<file path="src/rtl/versatile_fifo_sc_ram_ctrl.sv">
// versatile_fifo_sc_ram_ctrl
//
// Single-clock FIFO controller for an external two-port RAM (port A writes,
// port B reads). It owns the write/read pointers and the level tracking. RAM
// words are prefetched into a 2-entry first-word-fall-through output stage,
// which hides the RAM's 1-cycle registered read latency.
//
// Optional feature macro: VERSATILE_FIFO_ALMOST_FLAGS_EN
//   defined   -> almost_full / almost_empty are registered threshold flags
//   undefined -> both flags are tied to 0
//
// Ports:
//   clk, rst_n                  clock, asynchronous active-low reset
//   wr_data/wr_valid/wr_ready   producer handshake
//   rd_data/rd_valid/rd_ready   consumer handshake (registered output stage)
//   fill_count                  total words held (RAM + in flight + stage)
//   almost_full, almost_empty   optional threshold flags
//   ram_adr_a/ram_d_a/ram_we_a  RAM write port
//   ram_adr_b/ram_we_b/ram_q_b  RAM read port (ram_we_b is always 0)
module versatile_fifo_sc_ram_ctrl #(
  parameter int unsigned DATA_WIDTH   = 8,
  parameter int unsigned ADDR_WIDTH   = 9,
  parameter int unsigned AFULL_LEVEL  = 2**ADDR_WIDTH - 2,
  parameter int unsigned AEMPTY_LEVEL = 2
) (
  input  logic                  clk,
  input  logic                  rst_n,
  input  logic [DATA_WIDTH-1:0] wr_data,
  input  logic                  wr_valid,
  output logic                  wr_ready,
  output logic [DATA_WIDTH-1:0] rd_data,
  output logic                  rd_valid,
  input  logic                  rd_ready,
  output logic [ADDR_WIDTH+1:0] fill_count,
  output logic                  almost_full,
  output logic                  almost_empty,
  output logic [ADDR_WIDTH-1:0] ram_adr_a,
  output logic [DATA_WIDTH-1:0] ram_d_a,
  output logic                  ram_we_a,
  output logic [ADDR_WIDTH-1:0] ram_adr_b,
  output logic                  ram_we_b,
  input  logic [DATA_WIDTH-1:0] ram_q_b
);

  localparam int unsigned PtrW = ADDR_WIDTH + 1;
  localparam int unsigned CntW = ADDR_WIDTH + 2;
  localparam logic [PtrW-1:0] Depth = PtrW'(2**ADDR_WIDTH);

  logic [PtrW-1:0]       wptr_q, wptr_d;
  logic [PtrW-1:0]       rptr_q, rptr_d;
  logic                  inflight_q, inflight_d;
  logic [1:0]            occ_q, occ_d;
  logic                  head_q, head_d;
  logic [DATA_WIDTH-1:0] ent_q [2];
  logic [DATA_WIDTH-1:0] ent_d [2];
  logic [CntW-1:0]       fill_q, fill_d;

  logic [PtrW-1:0] ram_level;
  logic            push, pop, issue, tail_idx;
  logic [2:0]      stage_sum;

  // Pointers carry a wrap bit, so the difference spans 0..Depth inclusive.
  assign ram_level = wptr_q - rptr_q;
  assign wr_ready  = (ram_level != Depth);
  assign push      = wr_valid & wr_ready;
  assign rd_valid  = (occ_q != 2'd0);
  assign rd_data   = ent_q[head_q];
  assign pop       = rd_valid & rd_ready;

  assign ram_we_a  = push;
  assign ram_adr_a = wptr_q[ADDR_WIDTH-1:0];
  assign ram_d_a   = wr_data;
  assign ram_adr_b = rptr_q[ADDR_WIDTH-1:0];
  assign ram_we_b  = 1'b0;

  // Only fetch when the stage is guaranteed a free slot by the time the word lands.
  assign stage_sum = {1'b0, occ_q} + {2'b00, inflight_q};
  assign issue     = (ram_level != '0) && (stage_sum < (3'd2 + {2'b00, pop}));

  // A landing word always finds occ <= 1, so the tail is head or its partner.
  assign tail_idx  = head_q ^ occ_q[0];

  always_comb begin
    wptr_d     = wptr_q;
    rptr_d     = rptr_q;
    head_d     = head_q;
    ent_d      = ent_q;
    inflight_d = issue;
    if (push) wptr_d = wptr_q + PtrW'(1);
    if (issue) rptr_d = rptr_q + PtrW'(1);
    if (inflight_q) ent_d[tail_idx] = ram_q_b;
    if (pop) head_d = ~head_q;
    occ_d  = occ_q + {1'b0, inflight_q} - {1'b0, pop};
    // Fetch and capture only move words between RAM, flight and stage.
    fill_d = fill_q + CntW'(push) - CntW'(pop);
  end

  always_ff @(posedge clk or negedge rst_n) begin
    if (!rst_n) begin
      wptr_q     <= '0;
      rptr_q     <= '0;
      inflight_q <= 1'b0;
      occ_q      <= 2'd0;
      head_q     <= 1'b0;
      ent_q[0]   <= '0;
      ent_q[1]   <= '0;
      fill_q     <= '0;
    end else begin
      wptr_q     <= wptr_d;
      rptr_q     <= rptr_d;
      inflight_q <= inflight_d;
      occ_q      <= occ_d;
      head_q     <= head_d;
      ent_q      <= ent_d;
      fill_q     <= fill_d;
    end
  end

  assign fill_count = fill_q;

`ifdef VERSATILE_FIFO_ALMOST_FLAGS_EN
  logic afull_q, afull_d;
  logic aempty_q, aempty_d;

  always_comb begin
    afull_d  = (fill_d >= CntW'(AFULL_LEVEL));
    aempty_d = (fill_d <= CntW'(AEMPTY_LEVEL));
  end

  always_ff @(posedge clk or negedge rst_n) begin
    if (!rst_n) begin
      afull_q  <= 1'b0;
      aempty_q <= 1'b1;
    end else begin
      afull_q  <= afull_d;
      aempty_q <= aempty_d;
    end
  end

  assign almost_full  = afull_q;
  assign almost_empty = aempty_q;
`else
  // Thresholds are only consumed by the flag logic.
  logic unused_levels;
  assign unused_levels = ^{AFULL_LEVEL, AEMPTY_LEVEL};
  assign almost_full   = 1'b0;
  assign almost_empty  = 1'b0;
`endif

endmodule

</file>
<file path="config.mk">
export PLATFORM = sky130hd
export DESIGN_NAME = versatile_fifo_sc_ram_ctrl
export DESIGN_NICKNAME = d
export VERILOG_FILES = /design/src/rtl/versatile_fifo_sc_ram_ctrl.sv
export SDC_FILE = /design/constraint.sdc
export NUM_CORES = 1
export LEC_CHECK = 0
export ABC_AREA = 1
export BUFFER_PORTS_ARGS = -buffer_cell sky130_fd_sc_hd__buf_2
export CAP_MARGIN = 5
export CELL_PAD_IN_SITES_DETAIL_PLACEMENT = 2
export CELL_PAD_IN_SITES_GLOBAL_PLACEMENT = 2
export CORE_MARGIN = 3
export CORE_UTILIZATION = 34
export CTS_BUF_LIST = sky130_fd_sc_hd__clkbuf_16
export CTS_CLUSTER_SIZE = 16
export DETAILED_ROUTE_END_ITERATION = 16
export PLACE_DENSITY = 0.95
export SYNTH_ARGS = -nofsm -noshare
export SYNTH_HDL_FRONTEND = slang
export SYNTH_SLANG_ARGS = --single-unit
export TNS_END_PERCENT = 5
</file>
<file path="constraint.sdc">
create_clock -name clk -period 9.39 [get_ports clk]
set_input_delay 1.878 -clock clk [delete_from_list [all_inputs] [get_ports clk]]
set_output_delay 1.878 -clock clk [all_outputs]
set_load 0.005 [all_outputs]
</file>
# == After elaboration in Yosys (flattened, before gate mapping) ==
# Index checks and enable logic that the tools add are counted.
# op_classes
addsub,9
n_lt_le_gt_ge,4
n_eq_ne,1
muxes,6
n_bitwise,6
reduce_logical,4
# ops
operator,n
$mux W8,4
$add A10 B1 Y10 const B,2
$bwmux W16,1
$add A11 B1 Y11,1
$sub A11 B1 Y11,1
$ne A10 B10 Y1 const B,1
$reduce_bool A10 Y1,1
$sub A10 B10 Y10,1
$demux W8 S1,1
$ge A2 B2 Y1 const B,2
$not A1 Y2,2
$add A2 B1 Y3,1
$add A2 B1 Y3 const A,1
$lt A3 B3 Y1,1
$add A2 B1 Y2,1
$and A1 B1 Y1,2
$logic_and A1 B1 Y1,2
$lt A2 B1 Y1 const B,1
$reduce_bool A2 Y1,1
$sub A2 B1 Y2,1
$not A1 Y1,1
$xor A1 B1 Y1,1
# totals
reg_bits,51
input_bits,20
output_inout_bits,51
wordCells,38

# == Logic depth before layout (Yosys ltp) ==
# Gate-level depths: netlist of the first run.
# logic_depth
ltp_word,7
ltp_mapped,24
ltp_nobuf,23

# == Worst setup path after synthesis of the first run ==
# Ideal clock, no wire load.
# synth_timing
kind,input-to-output
from,input port wr_valid
to,output port ram_we_a
arrival_time_ns,2.103
required_time_ns,7.512
slack_ns,5.409
stages,3
n_path_buf,1
cell_sequence,nand2_2 buf_6 inv_1
# synth_via
elab_chain_len,1
# synth_rtl
element,line,rtl
"start, declared",29,"input logic wr_valid,"
$and A1 B1 Y1,65,assign push = wr_valid & wr_ready;
"end, declared",39,"output logic ram_we_a,"
# No other way between the ends.

# == Worst setup path in the final report of the first run ==
# layout_timing
from,register wptr_q[0]
to,output port ram_we_a
# layout_via
elab_chain_len,3
# layout_rtl
element,line,rtl
"start, declared",49,"logic [PtrW-1:0] wptr_q, wptr_d;"
"start signal, assigned",109,wptr_q <= wptr_d;
$sub A10 B10 Y10,63,assign ram_level = wptr_q - rptr_q;
$ne A10 B10 Y1,64,assign wr_ready = (ram_level != Depth);
$and A1 B1 Y1,65,
# No other way between the ends.

==> results.md, run 1 <==
* Area of the multi-input gates at 1830 sq um
* Final Cell Area at 3960 sq um
* Clk sinks at 51
* Post-synth ARST share at 100%
* Gr usage total at 19.3%
* Unrepaired setup endpoints after global routing: false
* Post-synthesis sequential area ratio at 35.3%
* Row cnt at 37
* Maximum vdd drop at 123 uV
* Die height at 109 um
* Hold Vio Cnt, Final at 0
* First-pass iteration count of the detailed router at 4
* Actual slew at the worst max-slew pin at 0.921 ns
* Detailed Place HPWL at 8160 um
* Worst reg-to-reg setup slack at 5.24 ns
* Core region area at 10300 sq um
* First-pass GRT wire length at 18100 um
* Port Buffer Count at 51
* Clock Skews at 0.0108 ns
* Final Cycle Share at 49.3%
* Post-CTS Hold Fix Bufs at 0
* Final net count at 549
* Routed vias at 3135
* F_max at 216 MHz
* Top cells by area, synth: dfrtp_1 35%, nand2_1 14%, ha_1 9.0%
* Number of global-route vias before repair at 3568
* Clk_lat worst skew at 0.29 ns
* Critical path type: reg2out
* Seq. cell area at 1280 sq um
* Largest net degree at the start of global routing at 52
* Share of layout cells above drive strength 1 at 15.7%
* Crit path capture: ram_we_a
* Pwr Density at 408 nW/um^2
* I/O pin count at 71
* FF-to-FF path depth at 22
* Leak at 2.20 nW
* Crit path largest cell delay at 0.49 ns
* Pwr Total at 1.62 mW
* # fillers at 1224
* Critical Path, Cell by Cell: inv_1 > ha_1 > inv_1 > nand2_1 > nand2_1 > nand3_1 > nand3_1 > nand2_1 > nand2_1 > nand2_1 > nor2_2 > nand2_2 > nand2_2 > inv_1 > buf_2
* GR Overflow Total at 0
* CTS tree: done
* Hold Path Class: reg2reg
* Layout area overhead at 9.44%
* Post-route ant nets at 0
* Max-slew violations at 0
* Post-synth EDFFs at 0
* CTS buffer count at 5
* CP Data Arrival Time at 2.75 ns
* Crit path top cell by count: nand2_1
* Clock share of power at 12.7%
* Crit-path max FO at 12
* Net Sw Frac at 49.0%
* Total negative slack at 0 ns
* Clk pin slew, worst setup/hold paths at 0.07 ns
* Post-DP Area at 3800 sq um
* Starting DRT DRC Count at 109
* Via/cell ratio at 4.91
* GP Congestion at 0.823
* Setup violations, final at 0
* Starting Density at 35.1%
* Yosys warning count at 0
* Avg Cell Area, Syn at 7.59 sq um
* Commonest non-fill, non-tap cell in the layout: nand2_1
* Int Power at 0.824 mW
* FF-to-FF Start: wptr_q[0]$_DFFE_PN0P_
* Commonest cells after routing, fill and taps aside: 131 x nand2_1, 65 x inv_1, 51 x dfrtp_1, 51 x buf_2, 46 x nand3_1
* Root buf cell: clkbuf_16
* Worst setup path startpoint: wptr_q[0]$_DFFE_PN0P_
* Die area at 11900 sq um
* Largest area contributor in the netlist: dfrtp_1
* Max-cap check violation count at 0
* Fin crit period at 4.63 ns
* Initial antenna violation count at 0
* Share of power burned in combinational logic at 62.8%
* Synthesized instance count at 477
* Part of the power in registers at 24.5%
* # diodes at 0
* Worst Setup End Kind: primary output
* Die width at 109 um
* Post-Syn Area at 3620 sq um
* Post-CTS Setup Inserts at 0
* Clock Path Buffers at 2
* Crit start category: flip-flop
* Worst slew margin at 38.4%
* H-tree Lvls at 2
* Post-synth top flop: dfrtp_1
* Outcome: completed
* Worst EP required at 7.51 ns
* Top cell type's share of synthesized area at 35.3%
* Routed length per instance at 17.1 um
* DR DRC count at 0
* Switching pwr at 0.792 mW
* Yosys cell types at 30
* R2r endpoint: fill_count[8]$_DFF_PN0_
* Post_cts resized at 0
* Flop and latch count out of synthesis at 51
* Final WL at 10900 um
* Slowest CP cell: dfrtp_1
[synthesized netlist by cell type (5+ instances only)]
master   number
a21oi_1      14
buf_4        30
dfrtp_1      51
ha_1         26
inv_1        65
mux2_2        8
nand2_1     131
nand2_2       5
nand3_1      46
nor2_1       25
o21ai_0      18
xnor2_1       9
xor2_1       21
[layout make-up]
| cell class | instances | area share (%) |
|---|---|---|
| clock buffer | 5 | 3.16 |
| multi-input combinational | 325 | 46.3 |
| inverter | 66 | 6.26 |
| sequential | 51 | 32.2 |
| clock inverter | 2 | 0.948 |
| timing repair buffer | 53 | 6.82 |
| tap | 136 | 4.30 |
[cell families (layout without fill, tap and decap cells)]
| logic type | Yosys count | after routing | share of synthesized area (%) |
|---|---|---|---|
| other cells | 1 | 3 | 0.104 |
| flops | 51 | 51 | 35.3 |
| simple gates | 222 | 222 | 26.0 |
| buf+inv | 103 | 126 | 14.3 |
| xor+xnor | 30 | 30 | 7.26 |
| compound gates | 35 | 35 | 5.05 |
| mux | 8 | 8 | 2.49 |
| fa+ha+maj | 27 | 27 | 9.54 |
[stage by stage]
step / instances / setup WS (ns) / hold WS (ns) / util [%]
6_report: 638 / 4.76 / 0.514 / 38.4
5_1_grt: 638 / 4.44 / 0.544 / 38.4
4_1_cts: 638 / 4.75 / 0.519 / 38.4
3_5_place_dp: 631 / 5.01 / 0.504 / 36.8
3_3_place_gp: 631 / 5.04 / 0.487 / 36.8
2_1_floorplan: 479 / 5.41 / 0.480 / -
[critical path: cells and delay by family (launching register included)]
kind                       cells  cell delay [ns]
buffers and inverters          4             0.49
adders and majority gates      1             0.23
DFF                            1             0.49
and+or+nand+nor               10             1.27
[worst min-delay path by stage]
stage / from / to / slack, ns / cells past startpoint
after floorplan: ent_q[10]$_DFFE_PN0P_ / ent_q[10]$_DFFE_PN0P_ / 0.48 / 1
after global placement: ent_q[9]$_DFFE_PN0P_ / ent_q[9]$_DFFE_PN0P_ / 0.49 / 1
after detailed placement: ent_q[8]$_DFFE_PN0P_ / ent_q[8]$_DFFE_PN0P_ / 0.50 / 1
after CTS: ent_q[8]$_DFFE_PN0P_ / ent_q[8]$_DFFE_PN0P_ / 0.52 / 1
after global routing: ent_q[8]$_DFFE_PN0P_ / ent_q[8]$_DFFE_PN0P_ / 0.54 / 1
final: ent_q[8]$_DFFE_PN0P_ / ent_q[8]$_DFFE_PN0P_ / 0.51 / 1
[metal layers]
layer / up-vias / global-route usage, % / wire (um)
met3: 12 / 2.61 / 319
li1: 1517 / - / -
met2: 49 / 35.7 / 5730
met5: - / 0 / 0
met1: 1557 / 23.5 / 4710
met4: 0 / 4.69 / 132
[power by group through the flow]
stage               clock network, mW  logic (mW)  registers (mW)
global placement                    0       0.917           0.390
CTS                             0.211        1.03           0.397
floorplan                           0       0.736           0.379
finish                          0.206        1.01           0.396
global route                    0.218        1.16           0.410
detailed placement                  0        1.00           0.401
[sequential cells by signal (all words and copies together) (netlist names)]
signal      flops
ent_q          16
fill_count     11
rptr_q         10
wptr_q         10
occ_q           2
head_q          1
inflight_q      1
(Power assumes the default switching activity.)
==> run 2, diff against run 1 <==
Settings changed: CORE_UTILIZATION 34 to 29, PLACE_DENSITY 0.95 to 0.9.
Clock period 9.39 ns to 3.7 ns, I/O delays scaled along.
==> run 2 against run 1 <==
Net effect: non-clock buffer count rose by 6; critical path depth rose by 6; count of clock-buffer cells in the layout unchanged; critical path type is now reg2reg; final area increased by 2.7%; sequential power grew to 2.5 times the previous value; highest routed layer unchanged; hold slack got worse by 0.045 ns; sequential share of layout area down 0.83 points; flip-flop and latch count stayed put; critical endpoint is now fill_count[8]$_DFF_PN0_.
==> results.md, run 2 (synthesis results as in run 1) <==
* Largest net degree at the start of global routing at 30 (was 52)
* Int Power at 2.06 mW (was 0.824 mW)
* CP Data Arrival Time at 3.67 ns (was 2.75 ns)
* I/O pin count at 71 (unchanged)
* Post-CTS Hold Fix Bufs at 0 (unchanged)
* Clk pin slew, worst setup/hold paths at 0.07 ns (about the same)
* Row cnt at 40 (was 37)
* Largest register FFs at 16 (unchanged)
* Net Sw Frac at 49.8% (was 49.0%)
* Via/cell ratio at 4.66 (was 4.91)
* Clock Path Buffers at 2 (unchanged)
* Core region area at 12100 sq um (was 10300 sq um)
* Max-slew violations at 0 (unchanged)
* First-pass GRT wire length at 18600 um (was 18100 um)
* Clk sinks at 51 (unchanged)
* Worst Setup End Kind: flip-flop (was primary output)
* DR DRC count at 0 (unchanged)
* Worst EP required at 3.92 ns (was 7.51 ns)
* Routed vias at 3158 (was 3135)
* Initial antenna violation count at 0 (unchanged)
* Maximum vdd drop at 242 uV (was 123 uV)
* # fillers at 1450 (was 1224)
* Crit start category: flip-flop (unchanged)
* Number of global-route vias before repair at 3604 (was 3568)
* Hold Vio Cnt, Final at 0 (unchanged)
* Worst slew margin at 33.9% (was 38.4%)
* Routed length per instance at 16.5 um (was 17.1 um)
* Placed Instances at 666 (was 631)
* First-pass iteration count of the detailed router at 4 (unchanged)
* Starting DRT DRC Count at 128 (was 109)
* Die height at 118 um (was 109 um)
* Final Cycle Share at 93.4%
* CTS buffer count at 5 (unchanged)
* Switching pwr at 2.05 mW (was 0.792 mW)
* Final net count at 555 (was 549)
* Outcome: completed (unchanged)
* F_max at 289 MHz
* Clock Skews at 0.00573 ns (was 0.0108 ns)
* H-tree Lvls at 2 (unchanged)
* Commonest cells after routing, fill and taps aside: 131 x nand2_1, 66 x inv_1, 51 x buf_2 (was 131 x nand2_1, 65 x inv_1, 51 x dfrtp_1, 51 x buf_2, 46 x nand3_1)
* Part of the power in registers at 24.4% (was 24.5%)
* Worst hold slack at 0.469 ns (was 0.514 ns)
* Crit-path max FO at 5 (was 12)
* Port Buffer Count at 51 (unchanged)
* GP Congestion at 0.852 (was 0.823)
* Starting Density at 29.9% (was 35.1%)
* Pwr Total at 4.11 mW (was 1.62 mW)
* Fin crit period at 3.45 ns
* Post-route ant nets at 0 (unchanged)
* Reg with most FFs: ent_q (unchanged)
* Gr usage total at 16.4% (was 19.3%)
* Final WL at 11100 um (was 10900 um)
* CTS tree: done (unchanged)
* Share of layout cells above drive strength 1 at 18.7% (was 15.7%)
* Pwr Density at 1010 nW/um^2 (was 408 nW/um^2)
* Die area at 13900 sq um (was 11900 sq um)
* Clk_lat worst skew at 0.29 ns (about the same)
* Detailed Place HPWL at 8760 um (was 8160 um)
* Max-cap check violation count at 0 (unchanged)
* Root buf cell: clkbuf_16 (unchanged)
* Actual slew at the worst max-slew pin at 0.987 ns (was 0.921 ns)
* Hold Path Class: in2async (was reg2reg)
* Leak at 2.22 nW (was 2.20 nW)
* Commonest non-fill, non-tap cell in the layout: nand2_1 (unchanged)
* FF-to-FF path depth at 21 (was 22)
* Critical path type: reg2reg (was reg2out)
* Share of power burned in combinational logic at 64.2% (was 62.8%)
* Setup violations, final at 0 (unchanged)
* Clock share of power at 11.4% (was 12.7%)
* Layout area overhead at 12.4% (was 9.44%)
* Die width at 118 um (was 109 um)
* GR Overflow Total at 0 (unchanged)
* Finished Layout Cells at 677 (was 638)
* # diodes at 0 (unchanged)
run 2: cell types whose count changed in the layout (fill, tap and decap cells not counted), moves of 2 or more:
cell     delta
a21oi_1     -3
ha_2        +3
a21oi_2     +2
buf_4       +6
ha_1        -4
run 2: stage by stage:
stage / area [sq um] / utilization [%] / TNS, ns / setup WS (ns)
finish: 4070 / 33.6 / 0 / 0.245
global route: 4070 / 33.6 / -0.0769 / -0.0656
CTS: 4000 / 33.0 / 0 / 0.0138
detailed placement: 3860 / 31.9 / 0 / 0.115
global placement: 3860 / 31.9 / 0 / 0.289
floorplan: 3630 / - / 0 / 0.581
run 2: power by group through the flow:
stage / combinational [mW] / clock (mW) / sequential [mW]
final: 2.64 / 0.469 / 1.00
after global routing: 3.03 / 0.502 / 1.05
after CTS: 2.59 / 0.485 / 1.01
after detailed placement: 2.55 / 0 / 1.02
after global placement: 2.37 / 0 / 0.995
after floorplan: 1.87 / 0 / 0.963
run 2: path summary, 6_finish.rpt:
path / from / endpoint / slack, ns
setup / recovery: rptr_q[3]$_DFFE_PN0P_ / fill_count[8]$_DFF_PN0_ / 0.25
max in group asynchronous: rst_n / rptr_q[6]$_DFFE_PN0P_ / 2.42
setup reg to reg: rptr_q[3]$_DFFE_PN0P_ / fill_count[8]$_DFF_PN0_ / 0.25
hold / removal: rst_n / ent_q[15]$_DFFE_PN0P_ / 0.47
hold reg to reg: ent_q[10]$_DFFE_PN0P_ / ent_q[10]$_DFFE_PN0P_ / 0.52
min in group clk: ent_q[10]$_DFFE_PN0P_ / ent_q[10]$_DFFE_PN0P_ / 0.52
run 2: timing repair:
item / in CTS / in global routing
buffers inserted: 0 / 3
resized for setup: 0 / 12
setup endpoints to repair: 0 / 6
run 2: area by class of cell:
cell class / count / area [sq um] / area share, %
Clock inverter: 3 / 16.3 / 0.400
Tap cell: 168 / 210 / 5.17
Sequential cell: 51 / 1280 / 31.4
Multi-Input combinational cell: 325 / 1880 / 46.1
Inverter: 66 / 248 / 6.09
Timing Repair Buffer: 59 / 315 / 7.75
Clock buffer: 5 / 125 / 3.08
run 2: routing by layer:
layer  share of wire [%]  GRT usage, %  routed length, um
met1                  42          18.8               4630
met2                  54          31.9               6040
met3                 3.1          2.55                341
met4                 1.1          3.22                127
met5                   0             0                  0
run 2: critical path: stages (launching register included):
cell and delay, ns:
dfrtp_1 0.41, inv_1 0.13, ha_2 0.39, nand2_1 0.11
nor2_1 0.10, nand3_1 0.14, nand2_1 0.12, nand2_1 0.08
nand2_1 0.06, inv_1 0.04, nand2_1 0.07, nor2_2 0.05
nand2_2 0.07, nand2_2 0.07, ha_1 0.29, inv_1 0.04
ha_2 0.21, fa_2 0.44, a21oi_4 0.16, nor2_1 0.08
nor2_1 0.15, xor2_1 0.16
